### src/rtl/mem_port_arbiter_if.sv
// Bundle of the three client ports, the SDRAM-controller side and the grant
// indicator shared between mem_port_arbiter and its surroundings.
interface mem_port_arbiter_if;
  logic [23:0] p1_address, p2_address, p3_address;
  logic        p1_req,     p2_req,     p3_req;
  logic        p1_wren,    p2_wren,    p3_wren;
  logic [15:0] p1_to_mem,  p2_to_mem,  p3_to_mem;
  logic        p1_ready,   p2_ready,   p3_ready;
  logic [1:0]  p1_offset,  p2_offset,  p3_offset;

  logic [23:0] mem_address;
  logic        mem_req;
  logic        mem_wren;
  logic [15:0] mem_to_mem;
  logic        mem_ready;
  logic [1:0]  mem_offset;

  logic [1:0]  grant;

  // Arbiter side
  modport master (
    input  p1_address, p2_address, p3_address,
    input  p1_req, p2_req, p3_req,
    input  p1_wren, p2_wren, p3_wren,
    input  p1_to_mem, p2_to_mem, p3_to_mem,
    output p1_ready, p2_ready, p3_ready,
    output p1_offset, p2_offset, p3_offset,
    output mem_address, mem_req, mem_wren, mem_to_mem,
    input  mem_ready, mem_offset,
    output grant
  );

  // Clients plus memory controller side
  modport slave (
    output p1_address, p2_address, p3_address,
    output p1_req, p2_req, p3_req,
    output p1_wren, p2_wren, p3_wren,
    output p1_to_mem, p2_to_mem, p3_to_mem,
    input  p1_ready, p2_ready, p3_ready,
    input  p1_offset, p2_offset, p3_offset,
    input  mem_address, mem_req, mem_wren, mem_to_mem,
    output mem_ready, mem_offset,
    input  grant
  );
endinterface

### src/rtl/mem_port_arbiter.sv
// Fixed-priority (p3 > p2 > p1) burst arbiter for one SDRAM channel, with a
// streak limit that stops back-to-back display fetches starving the caches.
module mem_port_arbiter #(
  parameter int BURST_LEN     = 4,
  parameter int P3_MAX_CONSEC = 3
) (
  input  logic              clk,
  input  logic              rst,
  mem_port_arbiter_if.master bus
);

  localparam int SW = $clog2(P3_MAX_CONSEC + 1);

  typedef enum logic [1:0] {IDLE, BUSY, DONE} state_t;

  state_t        state, state_nxt;
  logic [1:0]    grant_q, grant_nxt;
  logic          mem_req_q, mem_req_nxt;
  logic          mem_wren_q, mem_wren_nxt;
  logic [SW-1:0] p3_streak, p3_streak_nxt;

  logic          p3_masked;
  logic [1:0]    winner;
  logic          winner_wren;
  logic          last_strobe;

  // p3 loses its top priority once it has used up its streak and a cache waits
  always_comb begin
    winner      = 2'd0;
    winner_wren = 1'b0;
    p3_masked   = (p3_streak == SW'(P3_MAX_CONSEC)) && (bus.p1_req || bus.p2_req);
    if (bus.p3_req && !p3_masked) begin
      winner      = 2'd3;
      winner_wren = bus.p3_wren;
    end else if (bus.p2_req) begin
      winner      = 2'd2;
      winner_wren = bus.p2_wren;
    end else if (bus.p1_req) begin
      winner      = 2'd1;
      winner_wren = bus.p1_wren;
    end
  end

  assign last_strobe = bus.mem_ready && (bus.mem_offset == 2'(BURST_LEN - 1));

  always_comb begin
    state_nxt     = state;
    grant_nxt     = grant_q;
    mem_req_nxt   = mem_req_q;
    mem_wren_nxt  = mem_wren_q;
    p3_streak_nxt = p3_streak;
    case (state)
      IDLE: begin
        if (winner != 2'd0) begin
          state_nxt    = BUSY;
          grant_nxt    = winner;
          mem_req_nxt  = 1'b1;
          mem_wren_nxt = winner_wren;
          if (winner == 2'd3) begin
            if (p3_streak != SW'(P3_MAX_CONSEC))
              p3_streak_nxt = p3_streak + SW'(1);
          end else begin
            p3_streak_nxt = '0;
          end
        end
      end
      BUSY: begin
        if (last_strobe) begin
          state_nxt    = DONE;
          grant_nxt    = 2'd0;
          mem_req_nxt  = 1'b0;
          mem_wren_nxt = 1'b0;
        end
      end
      DONE: begin
        state_nxt = IDLE;
      end
      default: begin
        state_nxt    = IDLE;
        grant_nxt    = 2'd0;
        mem_req_nxt  = 1'b0;
        mem_wren_nxt = 1'b0;
      end
    endcase
  end

  always_ff @(posedge clk) begin
    if (rst) begin
      state      <= IDLE;
      grant_q    <= 2'd0;
      mem_req_q  <= 1'b0;
      mem_wren_q <= 1'b0;
      p3_streak  <= '0;
    end else begin
      state      <= state_nxt;
      grant_q    <= grant_nxt;
      mem_req_q  <= mem_req_nxt;
      mem_wren_q <= mem_wren_nxt;
      p3_streak  <= p3_streak_nxt;
    end
  end

  // grant is only nonzero in BUSY, so strobes outside a burst never reach a client
  always_comb begin
    bus.mem_address = '0;
    bus.mem_to_mem  = '0;
    bus.p1_ready    = 1'b0;
    bus.p2_ready    = 1'b0;
    bus.p3_ready    = 1'b0;
    bus.p1_offset   = 2'd0;
    bus.p2_offset   = 2'd0;
    bus.p3_offset   = 2'd0;
    case (grant_q)
      2'd1: begin
        bus.mem_address = bus.p1_address;
        bus.mem_to_mem  = bus.p1_to_mem;
        bus.p1_ready    = bus.mem_ready;
        bus.p1_offset   = bus.mem_offset;
      end
      2'd2: begin
        bus.mem_address = bus.p2_address;
        bus.mem_to_mem  = bus.p2_to_mem;
        bus.p2_ready    = bus.mem_ready;
        bus.p2_offset   = bus.mem_offset;
      end
      2'd3: begin
        bus.mem_address = bus.p3_address;
        bus.mem_to_mem  = bus.p3_to_mem;
        bus.p3_ready    = bus.mem_ready;
        bus.p3_offset   = bus.mem_offset;
      end
      default: ;
    endcase
  end

  assign bus.grant    = grant_q;
  assign bus.mem_req  = mem_req_q;
  assign bus.mem_wren = mem_wren_q;

endmodule
### src/flat_wrapper.sv
// flat-port wrapper written by rule: the top's interface ports become plain ports
module mem_port_arbiter_flat 
#(
  parameter int BURST_LEN     = 4,
  parameter int P3_MAX_CONSEC = 3
)
  (clk, rst, bus_p1_address, bus_p2_address, bus_p3_address, bus_p1_req, bus_p2_req, bus_p3_req, bus_p1_wren, bus_p2_wren, bus_p3_wren, bus_p1_to_mem, bus_p2_to_mem, bus_p3_to_mem, bus_p1_ready, bus_p2_ready, bus_p3_ready, bus_p1_offset, bus_p2_offset, bus_p3_offset, bus_mem_address, bus_mem_req, bus_mem_wren, bus_mem_to_mem, bus_mem_ready, bus_mem_offset, bus_grant);
  mem_port_arbiter_if bus_i ();
  input  logic clk;
  input  logic rst;
  input wire logic [$bits(bus_i.p1_address)-1:0] bus_p1_address;
  input wire logic [$bits(bus_i.p2_address)-1:0] bus_p2_address;
  input wire logic [$bits(bus_i.p3_address)-1:0] bus_p3_address;
  input wire logic [$bits(bus_i.p1_req)-1:0] bus_p1_req;
  input wire logic [$bits(bus_i.p2_req)-1:0] bus_p2_req;
  input wire logic [$bits(bus_i.p3_req)-1:0] bus_p3_req;
  input wire logic [$bits(bus_i.p1_wren)-1:0] bus_p1_wren;
  input wire logic [$bits(bus_i.p2_wren)-1:0] bus_p2_wren;
  input wire logic [$bits(bus_i.p3_wren)-1:0] bus_p3_wren;
  input wire logic [$bits(bus_i.p1_to_mem)-1:0] bus_p1_to_mem;
  input wire logic [$bits(bus_i.p2_to_mem)-1:0] bus_p2_to_mem;
  input wire logic [$bits(bus_i.p3_to_mem)-1:0] bus_p3_to_mem;
  output wire logic [$bits(bus_i.p1_ready)-1:0] bus_p1_ready;
  output wire logic [$bits(bus_i.p2_ready)-1:0] bus_p2_ready;
  output wire logic [$bits(bus_i.p3_ready)-1:0] bus_p3_ready;
  output wire logic [$bits(bus_i.p1_offset)-1:0] bus_p1_offset;
  output wire logic [$bits(bus_i.p2_offset)-1:0] bus_p2_offset;
  output wire logic [$bits(bus_i.p3_offset)-1:0] bus_p3_offset;
  output wire logic [$bits(bus_i.mem_address)-1:0] bus_mem_address;
  output wire logic [$bits(bus_i.mem_req)-1:0] bus_mem_req;
  output wire logic [$bits(bus_i.mem_wren)-1:0] bus_mem_wren;
  output wire logic [$bits(bus_i.mem_to_mem)-1:0] bus_mem_to_mem;
  input wire logic [$bits(bus_i.mem_ready)-1:0] bus_mem_ready;
  input wire logic [$bits(bus_i.mem_offset)-1:0] bus_mem_offset;
  output wire logic [$bits(bus_i.grant)-1:0] bus_grant;
  assign bus_i.p1_address = bus_p1_address;
  assign bus_i.p2_address = bus_p2_address;
  assign bus_i.p3_address = bus_p3_address;
  assign bus_i.p1_req = bus_p1_req;
  assign bus_i.p2_req = bus_p2_req;
  assign bus_i.p3_req = bus_p3_req;
  assign bus_i.p1_wren = bus_p1_wren;
  assign bus_i.p2_wren = bus_p2_wren;
  assign bus_i.p3_wren = bus_p3_wren;
  assign bus_i.p1_to_mem = bus_p1_to_mem;
  assign bus_i.p2_to_mem = bus_p2_to_mem;
  assign bus_i.p3_to_mem = bus_p3_to_mem;
  assign bus_p1_ready = bus_i.p1_ready;
  assign bus_p2_ready = bus_i.p2_ready;
  assign bus_p3_ready = bus_i.p3_ready;
  assign bus_p1_offset = bus_i.p1_offset;
  assign bus_p2_offset = bus_i.p2_offset;
  assign bus_p3_offset = bus_i.p3_offset;
  assign bus_mem_address = bus_i.mem_address;
  assign bus_mem_req = bus_i.mem_req;
  assign bus_mem_wren = bus_i.mem_wren;
  assign bus_mem_to_mem = bus_i.mem_to_mem;
  assign bus_i.mem_ready = bus_mem_ready;
  assign bus_i.mem_offset = bus_mem_offset;
  assign bus_grant = bus_i.grant;
  mem_port_arbiter #(.BURST_LEN(BURST_LEN), .P3_MAX_CONSEC(P3_MAX_CONSEC)) u_core (.clk(clk), .rst(rst), .bus(bus_i));
endmodule
### config.mk
export PLATFORM = sky130hd
export DESIGN_NAME = mem_port_arbiter_flat
export DESIGN_NICKNAME = d
export VERILOG_FILES = /design/src/rtl/mem_port_arbiter_if.sv /design/src/rtl/mem_port_arbiter.sv /design/src/flat_wrapper.sv
export SDC_FILE = /design/constraint.sdc
export NUM_CORES = 1
export LEC_CHECK = 0
export CORE_UTILIZATION = 30
export DETAILED_ROUTE_END_ITERATION = 16
export DONT_BUFFER_PORTS = 1
export PLACE_DENSITY = 0.4
export SYNTH_ARGS = -nofsm -noshare
export SYNTH_HDL_FRONTEND = slang
export SYNTH_SLANG_ARGS = --single-unit
### constraint.sdc
create_clock -name clk -period 2 [get_ports clk]
set_input_delay 0.3 -clock clk [delete_from_list [all_inputs] [get_ports clk]]
set_output_delay 0.3 -clock clk [all_outputs]
set_load 0.03 [all_outputs]
Word level (Yosys, flattened, before mapping)
Index checks and enable logic that the tools add are counted.
{"block": "totals", "input_bits": 131, "word_cells": 56, "register_bits": 8, "output_inout_bits": 53}
{"block": "op_classes", "n_eq_ne": 12, "mux": 27, "bitwise": 1, "reduce_logical": 10, "addsub": 1}
{"operator": "$pmux W24 S3", "count": 1}
{"operator": "$pmux W16 S3", "count": 1}
{"operator": "$mux W2", "count": 11}
{"operator": "$eq A2 B2 Y1 const B", "count": 6}
{"operator": "$mux W1", "count": 10}
{"operator": "$pmux W1 S3", "count": 2}
{"operator": "$pmux W2 S3", "count": 1}
{"operator": "$reduce_and A3 Y1", "count": 2}
{"operator": "$eq A2 B1 Y1 const B", "count": 2}
{"operator": "$ne A2 B1 Y1 const B", "count": 2}
{"operator": "$ne A2 B2 Y1 const B", "count": 2}
{"operator": "$pmux W2 S2", "count": 1}
{"operator": "$logic_and A1 B1 Y1", "count": 3}
{"operator": "$add A2 B1 Y2 const B", "count": 1}
{"operator": "$logic_not A2 Y1", "count": 1}
{"operator": "$reduce_and A2 Y1", "count": 1}
{"operator": "$reduce_bool A2 Y1", "count": 1}
{"operator": "$logic_not A1 Y1", "count": 1}
{"operator": "$logic_or A1 B1 Y1", "count": 1}
{"operator": "$not A1 Y1", "count": 1}

Longest topological paths before layout
Gate-level depths: netlist (run 1).
{"block": "logic_depth", "depth_word": 8, "mapped_depth": 5}

Worst setup path before layout (run 1)
OpenSTA, ideal clock, no wires.
{"block": "synth_timing", "path_type": "register to output", "startpoint": "register u_core.grant_q[0] (netlist: u_core.bus.grant[0])", "endpoint": "output bus_mem_address[0]", "path_stages_with_launch": 5, "t_arrival_ps": 1451, "n_path_buf": 2, "slack_ps": 249, "required_time_ps": 1700, "cell_sequence": "dfxtp_1 > buf_6 > buf_6 > mux2_4 > a22o_1"}
{"block": "synth_between", "elab_chain_cells": 2, "elab_cells_between_ends": 4}
{"item": "start, declared", "line": "mem_port_arbiter.sv:17", "source": "logic [1:0] grant_q, grant_nxt;"}
{"item": "start signal, assigned", "line": "mem_port_arbiter.sv:96", "source": "grant_q <= grant_nxt;"}
{"item": "$eq A2 B2 Y1 / $eq A2 B1 Y1 (equally long branches)", "line": "mem_port_arbiter.sv:113", "source": "case (grant_q)"}
{"item": "$pmux W24 S3 *", "line": "mem_port_arbiter.sv:113"}
{"item": "end, declared", "line": "flat_wrapper.sv:29", "source": "output wire logic [$bits(bus_i.mem_address)-1:0] bus_mem_address;"}
Mark *: on every way between the ends. The rest lies on a longest branch, timed or not.

Final worst setup path (run 1)
{"block": "layout_timing", "startpoint": "register u_core.grant_q[0] (netlist: u_core.bus.grant[0])", "endpoint": "output bus_mem_to_mem[4]"}
{"block": "layout_between", "elab_chain_cells": 2, "elab_cells_between_ends": 4}
{"item": "$eq A2 B2 Y1 / $eq A2 B1 Y1 (equally long branches)", "line": "mem_port_arbiter.sv:113"}
{"item": "$pmux W16 S3 *", "line": "mem_port_arbiter.sv:113"}
{"item": "end, declared", "line": "flat_wrapper.sv:32", "source": "output wire logic [$bits(bus_i.mem_to_mem)-1:0] bus_mem_to_mem;"}
Marked as above.

==> run_results.csv, run 1 <==
group,metric,value,unit
run_status,status,"finished clean",
yosys,synthesis.yosys.warnings,0,
sta,final_period_minus_worst_setup_slack,1.884,ns
yosys,synth.distinct_cells,34,
power_and_ir_drop,maximum_ir_drop_on_the_vdd_rail,0.0003795,V
grt,pin_count_of_the_biggest_net_entering_global_routing,24,
clocking,tritoncts,"built",
yosys,ys.flop_type,"dfxtp_1",
grt,grt_pass1_vias,1296,
critical_path,data_arrival_at_the_endpoint_of_the_critical_path,1.58,ns
critical_path,worst_r2r_setup_slack,0.78,ns
floorplanning,chipHeight,73.45,um
critical_path,worst_ep_required_time,1.70,ns
layout,count_of_inserted_antenna_diode_cells,0,
placement,port_buffers,0,
sta,setup_viol_count_final,0,
layout,most-common-layout-cells,"buf_4 (46), a22o_1 (42), mux2_4 (35)",
critical_path,regToRegEndpoint,"u_core.bus.mem_wren",
floorplanning,dieArea,0.005395,mm^2
detailed_routing,number_of_vias_in_the_routed_layout,1405,
floorplanning,coreArea,0.004817,mm^2
critical_path,r2r-start,"u_core.p3_streak[0]",
floorplanning,die_width,73.45,um
detailed_routing,avgViaCountPerCell,5.575,
critical_path,critical_path.endpoint_type,"primary output",
power_and_ir_drop,power_density,666.9,mW/mm^2
detailed_routing,drc,0,
critical_path,critPathMaxStageDelay,0.45,ns
clocking,clock_sink_count,8,
yosys,post_synth_design_cell_area,0.001531,mm^2
clocking,clk_transition_reported_paths,0.04,ns
layout,finish.instance_area,0.001949,mm^2
sta,grt_setup_unrepaired,"false",
yosys,postSynth.asyncResetShare,0,%
floorplanning,num_io_pins,184,
layout,layout_cell_share_with_drive_strength_beyond_1,54.05,%
sta,clock.fmax,0.5308,GHz
detailed_routing,wirelength,4703,um
yosys,synthDominantAreaCellType,"mux2_4",
sta,setup-tns-final,0,ns
critical_path,crit_type,"flop to primary output",
grt,initial_antenna_violation_count,0,
yosys,synth-edff-count,0,
layout,flow.area_growth_from_synthesis,27.29,%
detailed_routing,drt_pass1_iterations,4,
yosys,synthCells,147,
critical_path,critical-path-slowest-cell,"dfxtp_4",
power_and_ir_drop,leakagePower,0.9218,nW
grt,globalRouteOverflowTotal,0,
clocking,insertion_delay,0.23,ns
clocking,cts-buffers-inserted,3,
hold_path,hold-path-endpoint,"u_core.p3_streak[1]",
grt,grt_pass1_wl,6175,um
power_and_ir_drop,combPwrFrac,69.4,%
floorplanning,initial_core_util,31.79,%
sta,max-slew-margin-rel,76.12,%
sta,final_hold_viol_count,0,
critical_path,critical_path_peak_fanout,18,
critical_path,critPathLaunchType,"flop",
power_and_ir_drop,p_sw,0.5663,mW
yosys,postSynthAreaPerCell,10.42,um^2
detailed_routing,wl_per_cell,18.66,um
yosys,synth_top_area_share,34.31,%
hold_path,tightest_hold_check_type,"primary input to flop",
placement,dp_hpwl,3844,um
detailed_routing,drt_iter0_markers,34,
clocking,ctsRootBufferMaster,"clkbuf_8",
power_and_ir_drop,power.share.switching,43.56,%
clocking,h-tree-depth,1,
hold_path,whs_path_depth,1,
grt,overall_fraction_of_global_route_tracks_in_use,14.40,%
hold_path,timing.hold.worst.start,"rst",
sta,worst-slew-pin-transition,0.3554,ns
critical_path,crit_chain,"buf_12 > mux2_2 > a22o_1 > buf_4",
placement,place_ws,0.2433,ns
sta,final.setup.worst_slack,0.1160,ns
layout,most_common_library_cell_in_the_layout_ignoring_fill_and_taps,"buf_4",
sta,clock_skew,0.003299,ns
yosys,register_area_share_after_synthesis,10.46,%
placement,dpl_cell_area,0.001906,mm^2
clocking,cts_buffer_depth,2,
placement,place.gp.congestion,0.6909,
floorplanning,placement_rows,25,
flow_run,drv_cap,0,
yosys,synth_nets,279,
yosys,synth.ff_latch_count,8,
sta,timing_max_transition_violations_final,0,
yosys,synth.top_cells.by_area,"mux2_4 (34%), a22o_1 (24%), dfxtp_1 (10%), buf_6 (6.6%), mux2_2 (3.7%)",
power_and_ir_drop,power.share.sequential,15.9,%
critical_path,worst-r2r-cell-count,5,
sta,finalCritPeriodShare,94.20,%
power_and_ir_drop,power_frac_clock,14.7,%
power_and_ir_drop,internal_power,0.7337,mW
clocking,cts_hold_repair.buffers,0,
detailed_routing,route.antenna.remaining_nets,0,
layout,nNetsFinal,319,
-- metrics by stage --
step / util (%) / cells / power, mW / hold slack, ns
after global routing: 40.47 / 252 / 1.366 / 0.1377
after global placement: 39.56 / 249 / 1.105 / 0.3741
final: 40.47 / 252 / 1.300 / 0.1400
after detailed placement: 39.56 / 249 / 1.115 / 0.3769
after CTS: 40.42 / 252 / 1.309 / 0.1384
after floorplan: - / 147 / 0.8943 / 0.3724
-- worst max path at each step --
stage	from	slack (ns)	end
2_1_floorplan	u_core.bus.grant[0]	0.25	bus_mem_address[0]
3_3_place_gp	u_core.bus.grant[0]	0.28	bus_mem_to_mem[13]
3_5_place_dp	u_core.bus.grant[0]	0.24	bus_mem_to_mem[4]
4_1_cts	u_core.bus.grant[0]	0.003	bus_mem_to_mem[4]
5_1_grt	u_core.bus.grant[0]	0.06	bus_mem_to_mem[4]
6_report	u_core.bus.grant[0]	0.12	bus_mem_to_mem[4]
-- power by group through the flow --
stage	Sequential (mW)	Combinational (mW)	Clock [mW]
3_5_place_dp	0.211	0.904	0
3_3_place_gp	0.209	0.896	0
6_report	0.207	0.902	0.191
5_1_grt	0.210	0.950	0.206
2_1_floorplan	0.204	0.691	0
4_1_cts	0.208	0.906	0.195
-- cells in the mapped netlist (2+ instances only) --
| library cell | count |
|---|---|
| clkbuf_1 | 3 |
| dfxtp_1 | 8 |
| nor2b_1 | 2 |
| nor2_1 | 5 |
| nor2b_4 | 2 |
| mux2_2 | 5 |
| buf_2 | 2 |
| and3_1 | 3 |
| buf_6 | 9 |
| mux2_4 | 35 |
| a22o_1 | 42 |
| o21ai_0 | 3 |
| a21oi_1 | 2 |
| and2_1 | 6 |
-- kinds of logic (layout without fill, tap and decap cells) --
family / Yosys count / in the layout / share of synthesized area (%)
compound gates: 56 / 56 / 30.56
fa+ha+maj: 1 / 1 / 0.8169
buf+inv: 16 / 54 / 9.232
flops: 8 / 8 / 10.46
mux: 41 / 41 / 38.64
simple gates: 25 / 25 / 10.29
-- routing by layer --
metal  global-route usage [%]  up-vias  wire length, um
li1                         -      661                -
met1                    15.94      641             1681
met2                    26.91       99             2404
met3                    3.292        4              542
met4                    4.487        0               76
met5                        0        -                0
-- cell type report --
| class | count | area (um^2) |
|---|---|---|
| multi-input combinational | 123 | 1230 |
| inverter | 1 | 3.754 |
| sequential | 8 | 165.2 |
| clock buffer | 3 | 41.29 |
| tap | 67 | 83.83 |
| timing repair buffer | 50 | 425.4 |
| fill | 502 | 2868 |
-- flip-flops by register name (all words and copies together), names as in the netlist --
signal               cells
u_core.bus.grant         2
u_core.bus.mem_req       1
u_core.bus.mem_wren      1
u_core.p3_streak         2
u_core.state             2
-- critical path, delay by kind of cell (launching register included) --
kind | cells | cell delay, ns
buffers and inverters | 2 | 0.36
muxes | 1 | 0.35
AOI/OAI and AO/OA | 1 | 0.18
DFF | 1 | 0.45
-- repair_timing --
item / CTS / global route
endpoints found under the setup margin: 0 / 12
setup buffers: 0 / 0
gates resized for setup: 0 / 1
Power figures use the tool's default switching activity.
==> run 2, diff against run 1 <==
--- a/config.mk
+++ b/config.mk
@@ -5,10 +5,10 @@
 export SDC_FILE = /design/constraint.sdc
 export NUM_CORES = 1
 export LEC_CHECK = 0
-export CORE_UTILIZATION = 30
+export CORE_UTILIZATION = 29
 export DETAILED_ROUTE_END_ITERATION = 16
-export DONT_BUFFER_PORTS = 1
-export PLACE_DENSITY = 0.4
+export PLACE_DENSITY = 0.83
+export SKIP_LAST_GASP = 1
 export SYNTH_ARGS = -nofsm -noshare
 export SYNTH_HDL_FRONTEND = slang
 export SYNTH_SLANG_ARGS = --single-unit
==> run 2 against run 1 <==
Non-clock buffer count rose by 139. Sequential power fell by 7%. Final cell count rose by 56%. Die area rose by 3.3%. Clock power barely moved. Register-to-register slack got worse by 0.02 ns. Count of clock-buffer cells in the layout did not move. Worst setup slack got worse by 0.027 ns. Fmax fell by 1.4%. Critical path type unchanged. Largest cell class is now non-clock buffers. Highest routed layer unchanged.
==> run_results.csv, run 2 (synthesis gave the netlist of run 1 again) <==
group,metric,value,unit
layout,most_common_library_cell_in_the_layout_ignoring_fill_and_taps,"clkdlybuf4s50_1",
grt,grt_pass1_vias,1724,
power_and_ir_drop,maximum_ir_drop_on_the_vdd_rail,0.0004496,V
sta,final_period_minus_worst_setup_slack,1.910,ns
clocking,cts_hold_repair.buffers,0,
critical_path,critical_path_peak_fanout,12,
placement,place.gp.congestion,0.7862,
clocking,clk_transition_reported_paths,0.04,ns
critical_path,worst_ep_required_time,1.70,ns
floorplanning,dieArea,0.005576,mm^2
critical_path,data_arrival_at_the_endpoint_of_the_critical_path,1.61,ns
detailed_routing,wl_per_cell,15.94,um
layout,layout_cell_share_with_drive_strength_beyond_1,32.41,%
layout,flow.area_growth_from_synthesis,116.6,%
critical_path,critPathLaunchType,"flop",
detailed_routing,drc,0,
power_and_ir_drop,power_density,477.6,mW/mm^2
detailed_routing,route.antenna.remaining_nets,0,
sta,grt_setup_unrepaired,"false",
critical_path,crit_type,"flop to primary output",
grt,initial_antenna_violation_count,0,
run_status,status,"finished clean",
detailed_routing,drt_pass1_iterations,4,
grt,pin_count_of_the_biggest_net_entering_global_routing,44,
floorplanning,chipHeight,74.67,um
sta,setup_viol_count_final,0,
placement,dp_hpwl,5131,um
detailed_routing,avgViaCountPerCell,4.812,
clocking,clock_sink_count,8,
floorplanning,initial_core_util,29.99,%
sta,max-slew-margin-rel,76.85,%
layout,layout.filler_cells,430,
layout,count_of_inserted_antenna_diode_cells,0,
clocking,post_cts_resized,0,
placement,port_buffers,183,
sta,finalCritPeriodShare,95.52,%
layout,most-common-layout-cells,"clkdlybuf4s50_1 (134), buf_4 (52), a22o_1 (42)",
floorplanning,placement_rows,26,
grt,globalRouteOverflowTotal,0,
detailed_routing,number_of_vias_in_the_routed_layout,1896,
power_and_ir_drop,leakagePower,1.468,nW
grt,overall_fraction_of_global_route_tracks_in_use,19.61,%
floorplanning,num_io_pins,184,
sta,setup-tns-final,0,ns
sta,clock.fmax,0.5234,GHz
sta,worst-slew-pin-transition,0.3446,ns
clocking,ctsRootBufferMaster,"clkbuf_8",
floorplanning,die_width,74.67,um
sta,timing_max_transition_violations_final,0,
layout,nNetsFinal,458,
power_and_ir_drop,power,1.584,mW
detailed_routing,drt_iter0_markers,55,
sta,final_hold_viol_count,0,
hold_path,tightest_hold_check_type,"flop to flop",
flow_run,drv_cap,0,
clocking,cts_buffer_depth,2,
detailed_routing,wirelength,6282,um
grt,grt_pass1_wl,8431,um
floorplanning,coreArea,0.005107,mm^2
clocking,cts-buffers-inserted,3,
clocking,tritoncts,"built",
clocking,h-tree-depth,1,
clocking,post-cts-setup-buffer-count,0,
critical_path,critical_path.endpoint_type,"primary output",
clocking,insertion_delay,0.23,ns
sta,clock_skew,0.003351,ns
[run 2: report_power, final]
group / total [mW] / switching (mW) / internal (mW)
clock network: 0.190 / 0.0602 / 0.130
registers: 0.193 / 0.0171 / 0.176
logic: 1.20 / 0.542 / 0.659
[run 2: worst max-delay path: stages, from the launching register on]
cell,delay [ns]
dfxtp_2,0.39
buf_4,0.24
mux2_2,0.36
a22o_1,0.23
buf_4,0.17
[run 2: layout make-up]
cell class | count | area, um^2 | area share, %
clock buffer | 3 | 41.29 | 1.245
inverter | 1 | 3.754 | 0.1132
multi-input combinational | 123 | 1230 | 37.08
sequential | 8 | 162.7 | 4.904
tap | 70 | 87.58 | 2.641
timing repair buffer | 189 | 1792 | 54.02
[run 2: routing by layer]
metal | track usage (%) | part of all wire [%] | vias to the layer above | wire length [um]
li1 | - | - | 940 | -
met2 | 38.04 | 54 | 72 | 3383
met4 | 3.564 | 1.5 | 0 | 92
met3 | 4.284 | 7.3 | 6 | 460
met5 | 0 | 0 | - | 0
met1 | 21.90 | 37 | 878 | 2347
[run 2: final timing paths]
| check | startpoint | endpoint | slack (ns) | depth (start not counted) |
|---|---|---|---|---|
| setup / recovery | u_core.bus.grant[0] | bus_mem_address[22] | 0.09 | 4 |
| hold / removal | u_core.bus.mem_req | u_core.bus.mem_req | 0.50 | 1 |
| setup reg to reg | u_core.p3_streak[0] | u_core.p3_streak[1] | 0.76 | 5 |
| hold reg to reg | u_core.bus.mem_req | u_core.bus.mem_req | 0.50 | 1 |
[run 2: metrics by stage]
stage | hold slack [ns] | instance area, um^2 | worst slack (ns) | std cells | utilization (%)
floorplan | 0.3724 | 1531 | 0.2488 | 147 | -
global placement | 0.4525 | 3276 | 0.3293 | 391 | 64.14
detailed placement | 0.4684 | 3276 | 0.3230 | 391 | 64.14
CTS | 0.4914 | 3317 | 0.08499 | 394 | 64.94
global route | 0.5105 | 3317 | 0.03150 | 394 | 64.94
finish | 0.4970 | 3317 | 0.08951 | 394 | 64.94
==> run 3, diff against run 2 <==
--- a/config.mk
+++ b/config.mk
@@ -5,9 +5,11 @@
 export SDC_FILE = /design/constraint.sdc
 export NUM_CORES = 1
 export LEC_CHECK = 0
+export ABC_CLOCK_PERIOD_IN_PS = 2000
 export CORE_UTILIZATION = 29
 export DETAILED_ROUTE_END_ITERATION = 16
 export PLACE_DENSITY = 0.83
+export RECOVER_POWER = 100
 export SKIP_LAST_GASP = 1
 export SYNTH_ARGS = -nofsm -noshare
 export SYNTH_HDL_FRONTEND = slang
==> constraint.sdc (replaced) <==
create_clock -name clk -period 2 [get_ports clk]
set_input_delay 0.3 -clock clk [delete_from_list [all_inputs] [get_ports clk]]
set_output_delay 0.3 -clock clk [all_outputs]
set_load 0.01 [all_outputs]
==> run 3 against run 2 <==
Sequential share of layout area is 0.20 points lower. Sequential power hardly changed. Critical endpoint is now bus_mem_address[21]. Final cell count is 1.3% higher. Utilization is 3.8 points higher. Fmax is 8.1% lower. Count of clock-buffer cells in the layout stayed put. The flow now finishes with violations (setup timing). Routed wire length is 5.4% higher. Die area stayed put.
==> run_results.csv, run 3 (synthesis gave the netlist of run 1 again) <==
group,metric,value,unit
placement,place_inst,393,
grt,globalRouteOverflowTotal,0,
clocking,clock_sink_count,8,
detailed_routing,number_of_vias_in_the_routed_layout,1952,
floorplanning,die_width,74.67,um
floorplanning,num_io_pins,184,
layout,final_standard_cell_count_with_taps_included_and_fillers_excluded,399,
layout,count_of_inserted_antenna_diode_cells,0,
grt,overall_fraction_of_global_route_tracks_in_use,20.66,%
floorplanning,placement_rows,26,
critical_path,data_arrival_at_the_endpoint_of_the_critical_path,1.78,ns
detailed_routing,wl_met2,3528,um
clocking,cts_buffer_depth,2,
placement,place.gp.congestion,0.7156,
detailed_routing,drt_pass1_iterations,4,
grt,grt_pass1_wl,8845,um
clocking,tritoncts,"built",
critical_path,regToRegEndpoint,"u_core.bus.grant[1]",
sta,final_period_minus_worst_setup_slack,2.079,ns
sta,grt_setup_unrepaired,"true",
detailed_routing,drt_iter0_markers,65,
grt,pin_count_of_the_biggest_net_entering_global_routing,35,
layout,layout_cell_share_with_drive_strength_beyond_1,18.24,%
hold_path,tightest_hold_check_type,"flop to flop",
critical_path,r2r-start,"u_core.state[1]",
critical_path,worst_r2r_setup_slack,0.67,ns
sta,max-slew-margin-rel,75.98,%
clocking,cts_hold_repair.buffers,0,
critical_path,worst_ep_required_time,1.70,ns
detailed_routing,topRoutingLayerUsed,"met4",
floorplanning,coreArea,0.005107,mm^2
critical_path,critPathLaunchType,"flop",
power_and_ir_drop,maximum_ir_drop_on_the_vdd_rail,0.0003450,V
detailed_routing,wirelength,6622,um
placement,port_buffers,183,
placement,dp_hpwl,5347,um
power_and_ir_drop,power_density,403.6,mW/mm^2
clocking,clk_transition_reported_paths,0.04,ns
sta,final.setup.worst_slack,-0.07913,ns
critical_path,crit_type,"flop to primary output",
sta,setup_viol_count_final,8,
sta,clock_skew,0.002034,ns
critical_path,critical_path.endpoint_type,"primary output",
clocking,ctsRootBufferMaster,"clkbuf_8",
grt,grt_pass1_vias,1698,
detailed_routing,avgViaCountPerCell,4.892,
run_status,status,"finished, violations left",
sta,timing_max_transition_violations_final,0,
sta,finalCritPeriodShare,104.0,%
detailed_routing,wl_met1,2606,um
critical_path,worst-r2r-cell-count,4,
floorplanning,dieArea,0.005576,mm^2
detailed_routing,wl_per_cell,16.60,um
clocking,cts-buffers-inserted,3,
layout,finalCoreUtilization,68.74,%
flow_run,drv_cap,0,
critical_path,critical_path_peak_fanout,13,
layout,most-common-layout-cells,"clkdlybuf4s50_1 (143), a22o_1 (42), mux2_4 (35)",
critical_path,cp-startpoint,"u_core.bus.grant[0]",
layout,most_common_library_cell_in_the_layout_ignoring_fill_and_taps,"clkdlybuf4s50_1",
placement,dpl_cell_area,0.003388,mm^2
layout,flow.area_growth_from_synthesis,129.2,%
floorplanning,initial_core_util,29.99,%
floorplanning,chipHeight,74.67,um
layout,finish.instance_area,0.003511,mm^2
critical_path,crit_path_end,"bus_mem_address[21]",
sta,final_hold_viol_count,0,
sta,worst-slew-pin-transition,0.3575,ns
grt,initial_antenna_violation_count,0,
detailed_routing,drc,0,
power_and_ir_drop,leakagePower,1.699,nW
layout,nNetsFinal,463,
detailed_routing,detailroute.wirelength.met3,472,um
run_status,failed_checks,"setup timing",
clocking,h-tree-depth,1,
clocking,insertion_delay,0.23,ns
detailed_routing,route.antenna.remaining_nets,0,
sta,clock.fmax,0.4810,GHz
run 3: critical path, cell delays in order (launching register included):
cell and delay [ns]:
dfxtp_4 0.40, buf_8 0.18, mux2_4 0.31, a22o_1 0.17, clkdlybuf4s50_1 0.49
run 3: area by class of cell:
class                           count  area [um^2]
Fill cell                         404         1597
Inverter                            1        3.754
Multi-Input combinational cell    123         1221
Tap cell                           70        87.58
Sequential cell                     8        165.2
Timing Repair Buffer              194         1992
Clock buffer                        3        41.29
run 3: power by group:
| group | internal, mW | total (mW) | switching, mW |
|---|---|---|---|
| clock network | 0.130 | 0.194 | 0.0639 |
| registers | 0.176 | 0.194 | 0.0185 |
| logic | 0.681 | 1.03 | 0.348 |
run 3: per-layer routing:
layer  GRT usage [%]  vias to the layer above
li1                -                      951
met1           24.92                      920
met2           39.14                       79
met3           3.347                        2
met4           2.725                        0
met5               0                        -
run 3: worst min path at each step:
stage / from / to / slack (ns) / depth (start not counted)
2_1_floorplan: rst / u_core.p3_streak[0] / 0.37 / 1
3_3_place_gp: u_core.bus.mem_req / u_core.bus.mem_req / 0.45 / 1
3_5_place_dp: u_core.bus.mem_wren / u_core.bus.mem_wren / 0.47 / 1
4_1_cts: u_core.bus.mem_wren / u_core.bus.mem_wren / 0.49 / 1
5_1_grt: u_core.bus.mem_wren / u_core.bus.mem_wren / 0.50 / 1
6_report: u_core.bus.mem_req / u_core.bus.mem_req / 0.48 / 1
run 3: repair_timing:
action / CTS / global route
resized for setup: 23 / 23
buffers inserted: 0 / 2
endpoints found under the hold margin: 0 / 0
cloned: 1 / 0
endpoints found under the setup margin: 40 / 33
run 3: through the flow:
step                      hold slack, ns  power (mW)  setup TNS, ns  setup WS [ns]
after floorplan                   0.3724      0.6977              0         0.4888
after global placement            0.4535       1.223              0        0.05805
after detailed placement          0.4728       1.241              0        0.02956
after CTS                         0.4872       1.412         -2.085        -0.1547
after global routing              0.4951       1.495         -1.475        -0.1345
final                             0.4777       1.417        -0.5835       -0.07913
